[config.mk]
export PLATFORM = sky130hd
export DESIGN_NAME = lsu_dmem_if
export DESIGN_NICKNAME = d
export VERILOG_FILES = /design/src/rtl/lsu_dmem_if.sv
export SDC_FILE = /design/constraint.sdc
export NUM_CORES = 1
export LEC_CHECK = 0
export ABC_AREA = 1
export CAP_MARGIN = 20
export CORE_MARGIN = 5
export CORE_UTILIZATION = 44
export CTS_BUF_LIST = sky130_fd_sc_hd__clkbuf_4 sky130_fd_sc_hd__clkbuf_8 sky130_fd_sc_hd__clkbuf_16
export CTS_CLUSTER_SIZE = 20
export DETAILED_ROUTE_END_ITERATION = 16
export HOLD_SLACK_MARGIN = 0.1
export PLACE_DENSITY = 0.81
export SLEW_MARGIN = 0
export SYNTH_ARGS = -nofsm -noshare
export SYNTH_HDL_FRONTEND = slang
export SYNTH_SLANG_ARGS = --single-unit
[constraint.sdc]
create_clock -name clk -period 1.6 [get_ports clk]
set_clock_uncertainty 0.1 [all_clocks]
set_input_delay 0.32 -clock clk [delete_from_list [all_inputs] [get_ports clk]]
set_output_delay 0.32 -clock clk [all_outputs]
set_load 0.1 [all_outputs]
[src/rtl/lsu_dmem_if.sv]
// lsu_dmem_if: RV32 load/store unit in front of a word-addressed dmem.
// Define LSU_MISALIGNED_SPLIT_EN to split misaligned H/W into two words.
module lsu_dmem_if #(
  parameter int MEM_SIZE = 1024
) (
  input  logic        clk,
  input  logic        rst,
  input  logic        req_valid,
  output logic        req_ready,
  input  logic        req_we,
  input  logic [2:0]  req_funct3,
  input  logic [31:0] req_addr,
  input  logic [31:0] req_wdata,
  output logic        resp_valid,
  input  logic        resp_ready,
  output logic [31:0] resp_rdata,
  output logic        resp_fault,
  output logic [31:0] mem_addr,
  output logic [31:0] mem_wdata,
  output logic [3:0]  mem_wmask,
  output logic        mem_we,
  input  logic [31:0] mem_rdata
);

  localparam logic [2:0] IDLE = 3'd0;
  localparam logic [2:0] ACC0 = 3'd1;
  localparam logic [2:0] CAP0 = 3'd2;
`ifdef LSU_MISALIGNED_SPLIT_EN
  localparam logic [2:0] ACC1 = 3'd3;
  localparam logic [2:0] CAP1 = 3'd4;
`endif
  localparam logic [2:0] RESP = 3'd5;

  logic [2:0]  state;
  logic [31:0] r_addr;
  logic [31:0] r_wdata;
  logic        r_we;
  logic [2:0]  r_f3;
`ifdef LSU_MISALIGNED_SPLIT_EN
  logic        r_split;
  logic [31:0] lo_buf;
  logic [7:0]  mask8;
  logic [63:0] data64;
`endif

  logic [30:0] q_w0;
  logic        q_ill;
  logic        q_mis;
  logic        q_oor;
  logic        q_bad;
  logic [1:0]  off;
  logic [3:0]  sz;
  logic [3:0]  lo_mask;
  logic [31:0] lo_data;
  logic [31:0] ld_word;
  logic [31:0] ld_fmt;

  // Classify the incoming request before it is accepted
  always_comb begin
    q_w0  = {1'b0, req_addr[31:2]};
    q_ill = req_we
      ? !(req_funct3 inside {3'b000, 3'b001, 3'b010})
      : (req_funct3 inside {3'b011, 3'b110, 3'b111});
    q_mis = (req_funct3[1:0] == 2'b01 && req_addr[0])
         || (req_funct3[1:0] == 2'b10 && req_addr[1:0] != 2'b00);
    q_oor = q_w0 >= 31'(MEM_SIZE);
`ifdef LSU_MISALIGNED_SPLIT_EN
    if (q_mis && (q_w0 + 31'd1 >= 31'(MEM_SIZE)))
      q_oor = 1'b1;
    q_bad = q_ill | q_oor;
`else
    q_bad = q_ill | q_mis | q_oor;
`endif
  end

  // Byte-lane placement of store data and load extraction
  always_comb begin
    off = r_addr[1:0];
    unique case (1'b1)
      r_f3[1:0] == 2'b00: sz = 4'b0001;
      r_f3[1:0] == 2'b01: sz = 4'b0011;
      default:            sz = 4'b1111;
    endcase
`ifdef LSU_MISALIGNED_SPLIT_EN
    mask8   = {4'b0, sz} << off;
    data64  = {32'b0, r_wdata} << {off, 3'b000};
    lo_mask = mask8[3:0];
    lo_data = data64[31:0];
    if (state == CAP1)
      ld_word = 32'({mem_rdata, lo_buf} >> {off, 3'b000});
    else
      ld_word = mem_rdata >> {off, 3'b000};
`else
    lo_mask = sz << off;
    lo_data = r_wdata << {off, 3'b000};
    ld_word = mem_rdata >> {off, 3'b000};
`endif
    unique case (1'b1)
      r_f3 == 3'b000: ld_fmt = {{24{ld_word[7]}}, ld_word[7:0]};
      r_f3 == 3'b100: ld_fmt = {24'b0, ld_word[7:0]};
      r_f3 == 3'b001: ld_fmt = {{16{ld_word[15]}}, ld_word[15:0]};
      r_f3 == 3'b101: ld_fmt = {16'b0, ld_word[15:0]};
      default:        ld_fmt = ld_word;
    endcase
  end

  // Drive the dmem port from the current access state
  always_comb begin
    mem_addr  = 32'b0;
    mem_wdata = 32'b0;
    mem_wmask = 4'b0;
    case (state)
      ACC0, CAP0: begin
        mem_addr = {2'b0, r_addr[31:2]};
        if (state == ACC0 && r_we) begin
          mem_wmask = lo_mask;
          mem_wdata = lo_data;
        end
      end
`ifdef LSU_MISALIGNED_SPLIT_EN
      ACC1, CAP1: begin
        mem_addr = {2'b0, r_addr[31:2]} + 32'd1;
        if (state == ACC1 && r_we) begin
          mem_wmask = mask8[7:4];
          mem_wdata = data64[63:32];
        end
      end
`endif
      default: ;
    endcase
`ifdef LSU_MISALIGNED_SPLIT_EN
    mem_we = rst && r_we && (state == ACC0 || state == ACC1);
`else
    mem_we = rst && r_we && (state == ACC0);
`endif
    req_ready  = rst && (state == IDLE);
    resp_valid = rst && (state == RESP);
  end

  // Request capture, access sequencing and response registers
  always_ff @(posedge clk) begin
    if (!rst) begin
      state      <= IDLE;
      r_addr     <= 32'b0;
      r_wdata    <= 32'b0;
      r_we       <= 1'b0;
      r_f3       <= 3'b0;
      resp_rdata <= 32'b0;
      resp_fault <= 1'b0;
`ifdef LSU_MISALIGNED_SPLIT_EN
      r_split    <= 1'b0;
      lo_buf     <= 32'b0;
`endif
    end else begin
      case (state)
        IDLE: if (req_valid) begin
          r_addr     <= req_addr;
          r_wdata    <= req_wdata;
          r_we       <= req_we;
          r_f3       <= req_funct3;
          resp_rdata <= 32'b0;
          resp_fault <= q_bad;
`ifdef LSU_MISALIGNED_SPLIT_EN
          r_split    <= q_mis;
`endif
          state      <= q_bad ? RESP : ACC0;
        end
        ACC0: begin
`ifdef LSU_MISALIGNED_SPLIT_EN
          if (r_we) state <= r_split ? ACC1 : RESP;
          else      state <= CAP0;
`else
          state <= r_we ? RESP : CAP0;
`endif
        end
        CAP0: begin
`ifdef LSU_MISALIGNED_SPLIT_EN
          if (r_split) begin
            lo_buf <= mem_rdata;
            state  <= ACC1;
          end else begin
            resp_rdata <= ld_fmt;
            state      <= RESP;
          end
`else
          resp_rdata <= ld_fmt;
          state      <= RESP;
`endif
        end
`ifdef LSU_MISALIGNED_SPLIT_EN
        ACC1: state <= r_we ? RESP : CAP1;
        CAP1: begin
          resp_rdata <= ld_fmt;
          state      <= RESP;
        end
`endif
        RESP: if (resp_ready) state <= IDLE;
        default: state <= IDLE;
      endcase
    end
  end

endmodule

==> summary.md, run 1 <==
| Metric | Value |
|---|---|
| Hpwl dp | `15,000 µm` |
| Synthesized area per cell | `6.59 µm²` |
| Synth area leaders | `dfxtp_1, nand2_1, a21oi_1` |
| CTS root buf | `clkbuf_16` |
| Syn Inst Count | `821` |
| Yosys cell types | `26` |
| Post-Synth Simple-Gate Area | `25.4%` |
| Pin count of the biggest net entering global routing | `70` |
| Synth Warn # | `0` |
| Synth Cell Area | `5410 µm²` |
| Biggest area consumer among synthesized cells | `dfxtp_1` |
| # rows | `40` |
| Flop and latch count out of synthesis | `104` |
| Log Error | `[ERROR GRT-0232] Routing congestion too high. Check the congestion heatmap in the GUI.` |
| Die height | `121 µm` |
| Post-CTS Hold Fix Bufs | `0` |
| CTS Buf Count | `9` |
| Die X | `121 µm` |
| GPL Wtd Cong | `0.921` |
| Top Ports | `208` |
| Post-Synth XOR/XNOR Area | `0%` |
| Synth Area in Compound Gates | `23.8%` |
| Port Buffers | `205` |
| Post-GRT worst EP | `mem_wdata[0]` |
| Mux cell area share after synthesis | `0%` |
| Status | `stopped before the end` |
| Clk buf depth | `2` |
| Failed at | `global routing` |
| Yosys top cell area share | `38.5%` |
| Synth Area in Adders | `0%` |
| Initial core utilization | `44.9%` |
| All-Layer GR Usage | `69.0%` |
| Seq/Total Area, Yosys | `38.5%` |
| GRT overflow | `6` |
| Antenna violations before repair | `4` |
| Main combinational cell family by area after synthesis | `simple AND/OR/NAND/NOR gates` |
| # H-tree levels | `3` |
| Worst endpoint type | `top-level output` |
| Clk sink count | `104` |
-- Yosys cell counts, drive strengths merged --
cell type and count:
a31oi 1, o21ai 85, nor4 1, o211ai 7, clkbuf 30, nor2 110
conb 1, buf 31, inv 96, a221oi 3, a211oi 20, nand3 35
nand2 169, dfxtp 104, a21oi 118, nor3 10
-- through the flow --
stage / area [µm²] / std cells / util (%) / setup slack, ns / hold WS (ns)
floorplan: 6180 / 822 / - / -0.902 / 0.291
global placement: 9700 / 1210 / 80.4 / -0.326 / 0.303
detailed placement: 9700 / 1210 / 80.4 / -0.367 / 0.312
CTS: 10600 / 1248 / 87.7 / -0.577 / 0.324
-- per-layer routing --
metal	GRT usage (%)	GRT overflow
met2	88.5	4
met4	73.9	2
met1	65.6	0
met5	16.9	0
met3	51.9	0
-- repair_timing --
item,CTS
setup endpoints to repair,150
setup buffers,15
gates cloned,9
resized for setup,102
pin swaps,38
-- cells by family after synthesis --
family | after synthesis
AOI/OAI and AO/OA | 234
and+or+nand+nor | 325
DFF | 104
other | 1
buffers and inverters | 157
==> run 2, diff against run 1 <==
Settings changed: CORE_UTILIZATION 44 to 40, CTS_BUF_LIST sky130_fd_sc_hd__clkbuf_4 sky130_fd_sc_hd__clkbuf_8 sky130_fd_sc_hd__clkbuf_16 to unset, CTS_CLUSTER_SIZE 20 to unset, HOLD_SLACK_MARGIN 0.1 to unset, PLACE_DENSITY 0.81 to unset, PLACE_DENSITY_LB_ADDON set to 0.15.
==> run 2 against run 1 <==
The flow now finishes, with violations (setup timing); area after synthesis unchanged; synthesized cell count unchanged.
==> summary.md, run 2 <==
| Metric | Value |
|---|---|
| Status | `complete, but fails checks (was stopped before the end)` |
| Failing checks | `setup timing` |
| Yosys top cell area share | `38.5% (unchanged)` |
| Non-filler cells, final | `1,280` |
| Most frequent cells in the layout | `buf_12, nand2_1, clkdlybuf4s50_1, dfxtp_1, inv_1` |
| GPL Wtd Cong | `0.916 (was 0.921)` |
| Crit path max fanout | `8` |
| Buf/Inv on CP | `5` |
| Yosys cell types | `26 (unchanged)` |
| FMAX | `0.449 GHz` |
| Core Util, Final | `89.4%` |
| Die area | `16,000 µm²` |
| Setup WS post-layout | `-0.627 ns` |
| Top-count cell post-synth | `nand2_1 (unchanged)` |
| Post-route minimum period | `2.23 ns` |
| Later-pin clock latency in the skew report | `0.37 ns` |
| Reg area | `2100 µm²` |
| Hpwl dp | `14,400 µm (was 15,000 µm)` |
| CTS Buf Count | `9 (unchanged)` |
| Antenna Cells | `0` |
| Levels on crit path | `10` |
| Syn Inst Count | `821 (unchanged)` |
| Die height | `126 µm (was 121 µm)` |
| Slew @ Worst Pin | `0.628 ns` |
| Fin. Hold Viols | `0` |
| Setup violations, final | `170` |
| Post-DP Area | `9750 µm² (was 9700 µm²)` |
| # H-tree levels | `3 (unchanged)` |
| Hold Crit Depth | `4` |
| Mux cell area share after synthesis | `0% (unchanged)` |
| Post-Synth Simple-Gate Area | `25.4% (unchanged)` |
| Cell area power density | `1440 nW/µm²` |
| DR iter-0 viols | `652` |
| Leading registers by flop count | `r_addr (32), r_wdata (32), resp_rdata (32)` |
| Reg2reg path depth | `12` |
| Setup slack, reg-to-reg | `-0.39 ns` |
| Hold Crit Class | `in -> reg` |
| # rows | `42 (was 40)` |
| Synth Area in Compound Gates | `23.8% (unchanged)` |
| Fraction of layout cells with a size suffix above 1 | `48.0%` |
| Total Power | `17.1 mW` |
| CTS tree | `done` |
| Number of fill cells | `593` |
| Most used cell, CP | `nor2_4` |
| Setup Slack @ Placement | `-0.393 ns (was -0.367 ns)` |
| Final WL | `25,900 µm` |
| Final Slew Violations | `0` |
| Leak | `4.64 nW` |
| Max incr delay on CP | `0.33 ns` |
| Synth Warn # | `0 (unchanged)` |
| Peak VDD IR | `1.15 mV` |
| Die X | `126 µm (was 121 µm)` |
| Routed wire length per instance | `20.2 µm` |
| First-pass GRT wire length | `34,600 µm` |
| Multi-input logic area | `4210 µm²` |
| Post-Place Cells | `1,224 (was 1,210)` |
| Post-Synth XOR/XNOR Area | `0% (unchanged)` |
| Synth Area in Adders | `0% (unchanged)` |
| 1st-pass router iterations | `5` |
| Max-cap violations | `0` |
| Seq/Total Area, Yosys | `38.5% (unchanged)` |
| ANT nets after route | `0` |
| Crit-path leading delay family | `simple AND/OR/NAND/NOR gates` |
| Clk buf depth | `2 (unchanged)` |
| Flop and latch count out of synthesis | `104 (unchanged)` |
| Antenna violations before repair | `0` |
| Nets@finish | `1,203` |
| CP Cell Sequence | `inv_2 -> nand3_4 -> nor2_4 -> inv_4 -> nor2_4 -> inv_4 -> nor2_4 -> inv_8 -> nor2_4 -> buf_12` |
| Crit end category | `output port` |
| Biggest area consumer among synthesized cells | `dfxtp_1 (unchanged)` |
| EDFF count, synth | `0 (unchanged)` |
| RSZ-0062 raised after global routing | `yes` |
| Synth-to-Final Area Change | `119%` |
| Reg clk slew, reported paths | `0.07 ns` |
| CTS root buf | `clkbuf_16 (unchanged)` |
| CP max-delay cell | `dfxtp_2` |
| Clk sink count | `104 (unchanged)` |
| Fin crit share | `139%` |
| CP Data Required Time | `1.18 ns` |
| Vias in the first global route | `6,516` |
| Critical path data arrival time | `1.81 ns` |
| Drt via density | `5.54` |
| GRT overflow | `0` |
| Synthesized area per cell | `6.59 µm² (unchanged)` |
| Initial core utilization | `40.9% (was 44.9%)` |
| Slew margin rel. | `58.1%` |
| Pin count of the biggest net entering global routing | `47` |
| Drt drc | `0` |
| Setup CP Type | `reg -> out` |
| Synth Cell Area | `5410 µm² (unchanged)` |
| Asr flop ratio synth | `0% (unchanged)` |
| Design Area, Final | `11,800 µm²` |
| Port Buffers | `205 (unchanged)` |
| Crit start category | `flip-flop` |
| Commonest non-fill, non-tap cell in the layout | `buf_12` |
| Via count | `7,088` |
| Top Ports | `208 (unchanged)` |
| Main combinational cell family by area after synthesis | `simple AND/OR/NAND/NOR gates (unchanged)` |
| Synth area leaders | `dfxtp_1, nand2_1, a21oi_1 (unchanged)` |
| All-Layer GR Usage | `27.0%` |
| Synth top cells by count | `nand2_1, a21oi_1, dfxtp_1 (unchanged)` |
| Ys flop type | `dfxtp_1 (unchanged)` |
| Core ar. | `13,200 µm²` |
run 2: cell counts after synthesis:
No cell type changed its count.
run 2: repair_timing:
| action | CTS | global route |
|---|---|---|
| pin swaps | 32 | 64 |
| gates cloned | 10 | 7 |
| hold buffers | 0 | 0 |
| endpoints found under the hold margin | 0 | 0 |
| gates resized for setup | 136 | 241 |
| endpoints found under the setup margin | 126 | 170 |
| buffers inserted | 19 | 17 |
run 2: power by group:
group	internal [mW]	leakage (nW)	switching (mW)
Combinational	4.52	3.64	6.57
Clock	1.12	0.142	1.11
Sequential	3.16	0.856	0.576
run 2: through the flow:
stage | hold slack [ns] | setup TNS [ns]
3_5_place_dp | 0.346 | -31.73
6_report | 0.350 | -60.08
5_1_grt | 0.370 | -70.00
3_3_place_gp | 0.343 | -27.38
2_1_floorplan | 0.291 | -29.37
4_1_cts | 0.314 | -42.56
run 2: logic make-up after synthesis:
family          count (synthesis)
compound gates                234
flops                         104
simple gates                  325
buf+inv                       157
other cells                     1
run 2: final cells by class:
type                            instances  area share (%)
Multi-Input combinational cell        563            35.6
Sequential cell                       104            17.7
Tap cell                              176            1.86
Clock buffer                           10            2.02
Timing Repair Buffer                  325            39.0
Clock inverter                          6           0.444
Inverter                               96            3.36
run 2: final timing paths:
| check | end | start |
|---|---|---|
| worst max-delay path | mem_wdata[6] | state[1] |
| worst min-delay path | state[2] | rst |
| worst max register to register | r_addr[29] | state[0] |
| worst min register to register | r_wdata[27] | r_wdata[27] |
run 2: metal layers:
metal	vias to the layer above	track usage (%)	share of wire, %
li1	3226	-	-
met1	3385	32.7	37
met2	375	44.9	49
met3	102	9.21	9.0
met4	0	8.90	4.9
met5	-	0	0
run 2: worst min-delay path, cell delays in order:
cell and delay [ns]:
buf_2 0.13, inv_1 0.06, buf_4 0.21, a21oi_1 0.06
(Power assumes the default switching activity.)
==> run 3, diff against run 2 <==
Settings changed: SLEW_MARGIN 0 to unset, TNS_END_PERCENT set to 10.
==> run 3 against run 2 <==
The flow still finishes with violations (setup timing); non-clock buffer count decreased by 34; flip-flop and latch count stayed put; utilization down 11 points; wire length fell by 21%; first-iteration DRC count decreased by 32%; fmax grew 1.8%; die area unchanged; sequential share of layout area is 2.5 points higher; critical path depth decreased by 6; sequential power down 4%; critical path type unchanged; critical endpoint is now mem_wdata[29]; largest power group unchanged.
==> summary.md, run 3 (synthesized netlist as in run 2, its figures left out) <==
| Metric | Value |
|---|---|
| Status | `complete, but fails checks (unchanged)` |
| Failing checks | `setup timing (unchanged)` |
| Final hold slack | `0.362 ns (was 0.350 ns)` |
| 1st-pass router iterations | `5 (unchanged)` |
| Setup CP Type | `reg -> out (unchanged)` |
| Crit-path leading delay family | `compound AO/OA/AOI/OAI gates (was simple AND/OR/NAND/NOR gates)` |
| Core Util, Final | `78.6% (was 89.4%)` |
| Via count | `6,385 (was 7,088)` |
| All-Layer GR Usage | `25.4% (was 27.0%)` |
| CTS Buf Count | `9 (unchanged)` |
| Met2 usage | `42.0% (was 44.9%)` |
| Met1 GRT Util | `32.6% (was 32.7%)` |
| Drt drc | `0 (unchanged)` |
| CTS tree | `done (unchanged)` |
| FMAX | `0.457 GHz (was 0.449 GHz)` |
| # rows | `42 (unchanged)` |
| Non-filler cells, final | `1,244 (was 1,280)` |
| Final Slew Violations | `0 (unchanged)` |
| Core ar. | `13,200 µm² (unchanged)` |
| Die X | `126 µm (unchanged)` |
| Leading registers by flop count | `r_addr (32), r_wdata (32), resp_rdata (32) (unchanged)` |
| Max incr delay on CP | `0.44 ns (was 0.33 ns)` |
| Number of fill cells | `952 (was 593)` |
| Drt via density | `5.13 (was 5.54)` |
| Port Buffers | `205 (unchanged)` |
| Die height | `126 µm (unchanged)` |
| Buf/Inv on CP | `2 (was 5)` |
| GR peak layer | `met2 (unchanged)` |
| GRT overflow | `0 (unchanged)` |
| Setup WS post-layout | `-0.588 ns (was -0.627 ns)` |
| Seq pwr share | `24.7% (was 21.9%)` |
| Setup Slack @ Placement | `-0.240 ns (was -0.393 ns)` |
| Post-DP Area | `9620 µm² (was 9750 µm²)` |
| CP Data Required Time | `1.18 ns (about the same)` |
| Slew margin rel. | `60.1% (was 58.1%)` |
| Leak | `4.09 nW (was 4.64 nW)` |
| GPL Wtd Cong | `0.866 (was 0.916)` |
| Final WL | `20,300 µm (was 25,900 µm)` |
| Setup violations, final | `86 (was 170)` |
| Net Sw Power | `6.75 mW (was 8.26 mW)` |
| Die area | `16,000 µm² (unchanged)` |
| Antenna Cells | `0 (unchanged)` |
| Hold Crit Class | `reg -> reg (was in -> reg)` |
| # H-tree levels | `3 (unchanged)` |
| Setup TNS | `-31.86 ns (was -60.08 ns)` |
| Antenna violations before repair | `0 (unchanged)` |
| CP Cell Sequence | `buf_4 -> o21ai_1 -> a211oi_4 -> buf_12 (was inv_2 -> nand3_4 -> nor2_4 -> inv_4 -> nor2_4 -> inv_4 -> nor2_4 -> inv_8 -> nor2_4 -> buf_12)` |
| Peak VDD IR | `0.852 mV (was 1.15 mV)` |
| Top Ports | `208 (unchanged)` |
| Routed wire length per instance | `16.3 µm (was 20.2 µm)` |
| Vias in the first global route | `6,337 (was 6,516)` |
| CP max-delay cell | `dfxtp_4 (was dfxtp_2)` |
| Fraction of layout cells with a size suffix above 1 | `32.5% (was 48.0%)` |
| DR iter-0 viols | `442 (was 652)` |
| Pin count of the biggest net entering global routing | `70 (was 47)` |
| Sw Ratio | `46.3% (was 48.4%)` |
| First-pass GRT wire length | `33,000 µm (was 34,600 µm)` |
| Clk sink count | `104 (unchanged)` |
| Hpwl dp | `15,100 µm (was 14,400 µm)` |
| Fin. Hold Viols | `0 (unchanged)` |
| Clk network pwr share | `17.9% (was 13.1%)` |
| Initial core utilization | `40.9% (unchanged)` |
| Reg clk slew, reported paths | `0.07 ns (about the same)` |
| Later-pin clock latency in the skew report | `0.35 ns (was 0.37 ns)` |
| Cell Int Power | `7.81 mW (was 8.80 mW)` |
| Crit start category | `flip-flop (unchanged)` |
| Total Power | `14.6 mW (was 17.1 mW)` |
| Post-Place Cells | `1,224 (unchanged)` |
| Cell area power density | `1400 nW/µm² (was 1440 nW/µm²)` |
| RSZ-0062 raised after global routing | `yes (unchanged)` |
| CTS root buf | `clkbuf_16 (unchanged)` |
| Max-cap violations | `0 (unchanged)` |
| Slew @ Worst Pin | `0.592 ns (was 0.628 ns)` |
| Critical path data arrival time | `1.77 ns (was 1.81 ns)` |
| Clk buf depth | `2 (unchanged)` |
| Most frequent cells in the layout | `nand2_1, buf_12, a21oi_1, clkdlybuf4s50_1, dfxtp_1 (was buf_12, nand2_1, clkdlybuf4s50_1, dfxtp_1, inv_1)` |
| Combinational Power Share | `57.5% (was 65.0%)` |
| ANT nets after route | `0 (unchanged)` |
| M3 GR Usage | `6.68% (was 9.21%)` |
| Commonest non-fill, non-tap cell in the layout | `nand2_1 (was buf_12)` |
| Post-route minimum period | `2.19 ns (was 2.23 ns)` |
| Design Area, Final | `10,400 µm² (was 11,800 µm²)` |
| Setup slack, reg-to-reg | `-0.06 ns (was -0.39 ns)` |
| Crit path max fanout | `10 (was 8)` |
| Fin crit share | `137% (was 139%)` |
| Synth-to-Final Area Change | `92.1% (was 119%)` |
| Crit end category | `output port (unchanged)` |
| Nets@finish | `1,167 (was 1,203)` |
-- run 3: cell count changes in the layout (fill, tap and decap cells not counted), moves of 7 or more --
cell,before,now
a21oi_1,54,107
a21oi_2,62,11
buf_12,125,114
buf_16,8,1
nand2_1,118,154
nand2_4,37,3
nor2_1,41,49
o21ai_0,9,54
o21ai_2,47,8
o21ai_4,8,0
-- run 3: power groups by stage --
stage | Combinational (mW) | Sequential (mW) | Clock [mW]
CTS | 8.18 | 3.56 | 2.66
finish | 8.37 | 3.59 | 2.60
global route | 8.93 | 3.65 | 2.77
detailed placement | 7.62 | 3.59 | 0
floorplan | 4.57 | 3.91 | 0
global placement | 7.54 | 3.57 | 0
-- run 3: area by class of cell --
| cell class | instances | area (µm²) | share of cell area, % |
|---|---|---|---|
| clock inverters | 6 | 115 | 1.11 |
| inverters | 96 | 380 | 3.66 |
| flip-flops and latches | 104 | 2100 | 20.2 |
| well taps | 176 | 220 | 2.12 |
| clock buffers | 10 | 239 | 2.30 |
| multi-input cells | 561 | 3410 | 32.8 |
| repair buffers | 291 | 3940 | 37.9 |
-- run 3: final timing paths --
check	endpoint	cells after the start	from
worst min-delay path	r_wdata[29]	2	r_wdata[29]
worst min register to register	r_wdata[29]	2	r_wdata[29]
worst max register to register	resp_rdata[30]	8	r_addr[0]
worst max-delay path	mem_wdata[29]	4	r_addr[0]
-- run 3: worst register-to-register path, cell delays in order, from the launching register on --
cell and delay [ns]:
dfxtp_4 0.44, buf_8 0.22, nand2_1 0.08, nand3_1 0.08
nand2_1 0.07, nand2_1 0.11, nand3_4 0.24, nand2_2 0.15
a21oi_2 0.06
-- run 3: metal layers --
layer	routed length (µm)	share of wire, %
met4	476	2.3
met3	1650	8.1
met5	0	0
met2	9890	49
met1	8330	41
-- run 3: what timing repair did --
| item | 4_1_cts | 5_1_grt |
|---|---|---|
| hold buffers | 0 | 0 |
| gates cloned | 1 | 1 |
| gates resized for setup | 69 | 45 |
| buffers inserted | 1 | 1 |
| pin swaps | 14 | 6 |
| endpoints found under the setup margin | 99 | 153 |
| endpoints found under the hold margin | 0 | 0 |
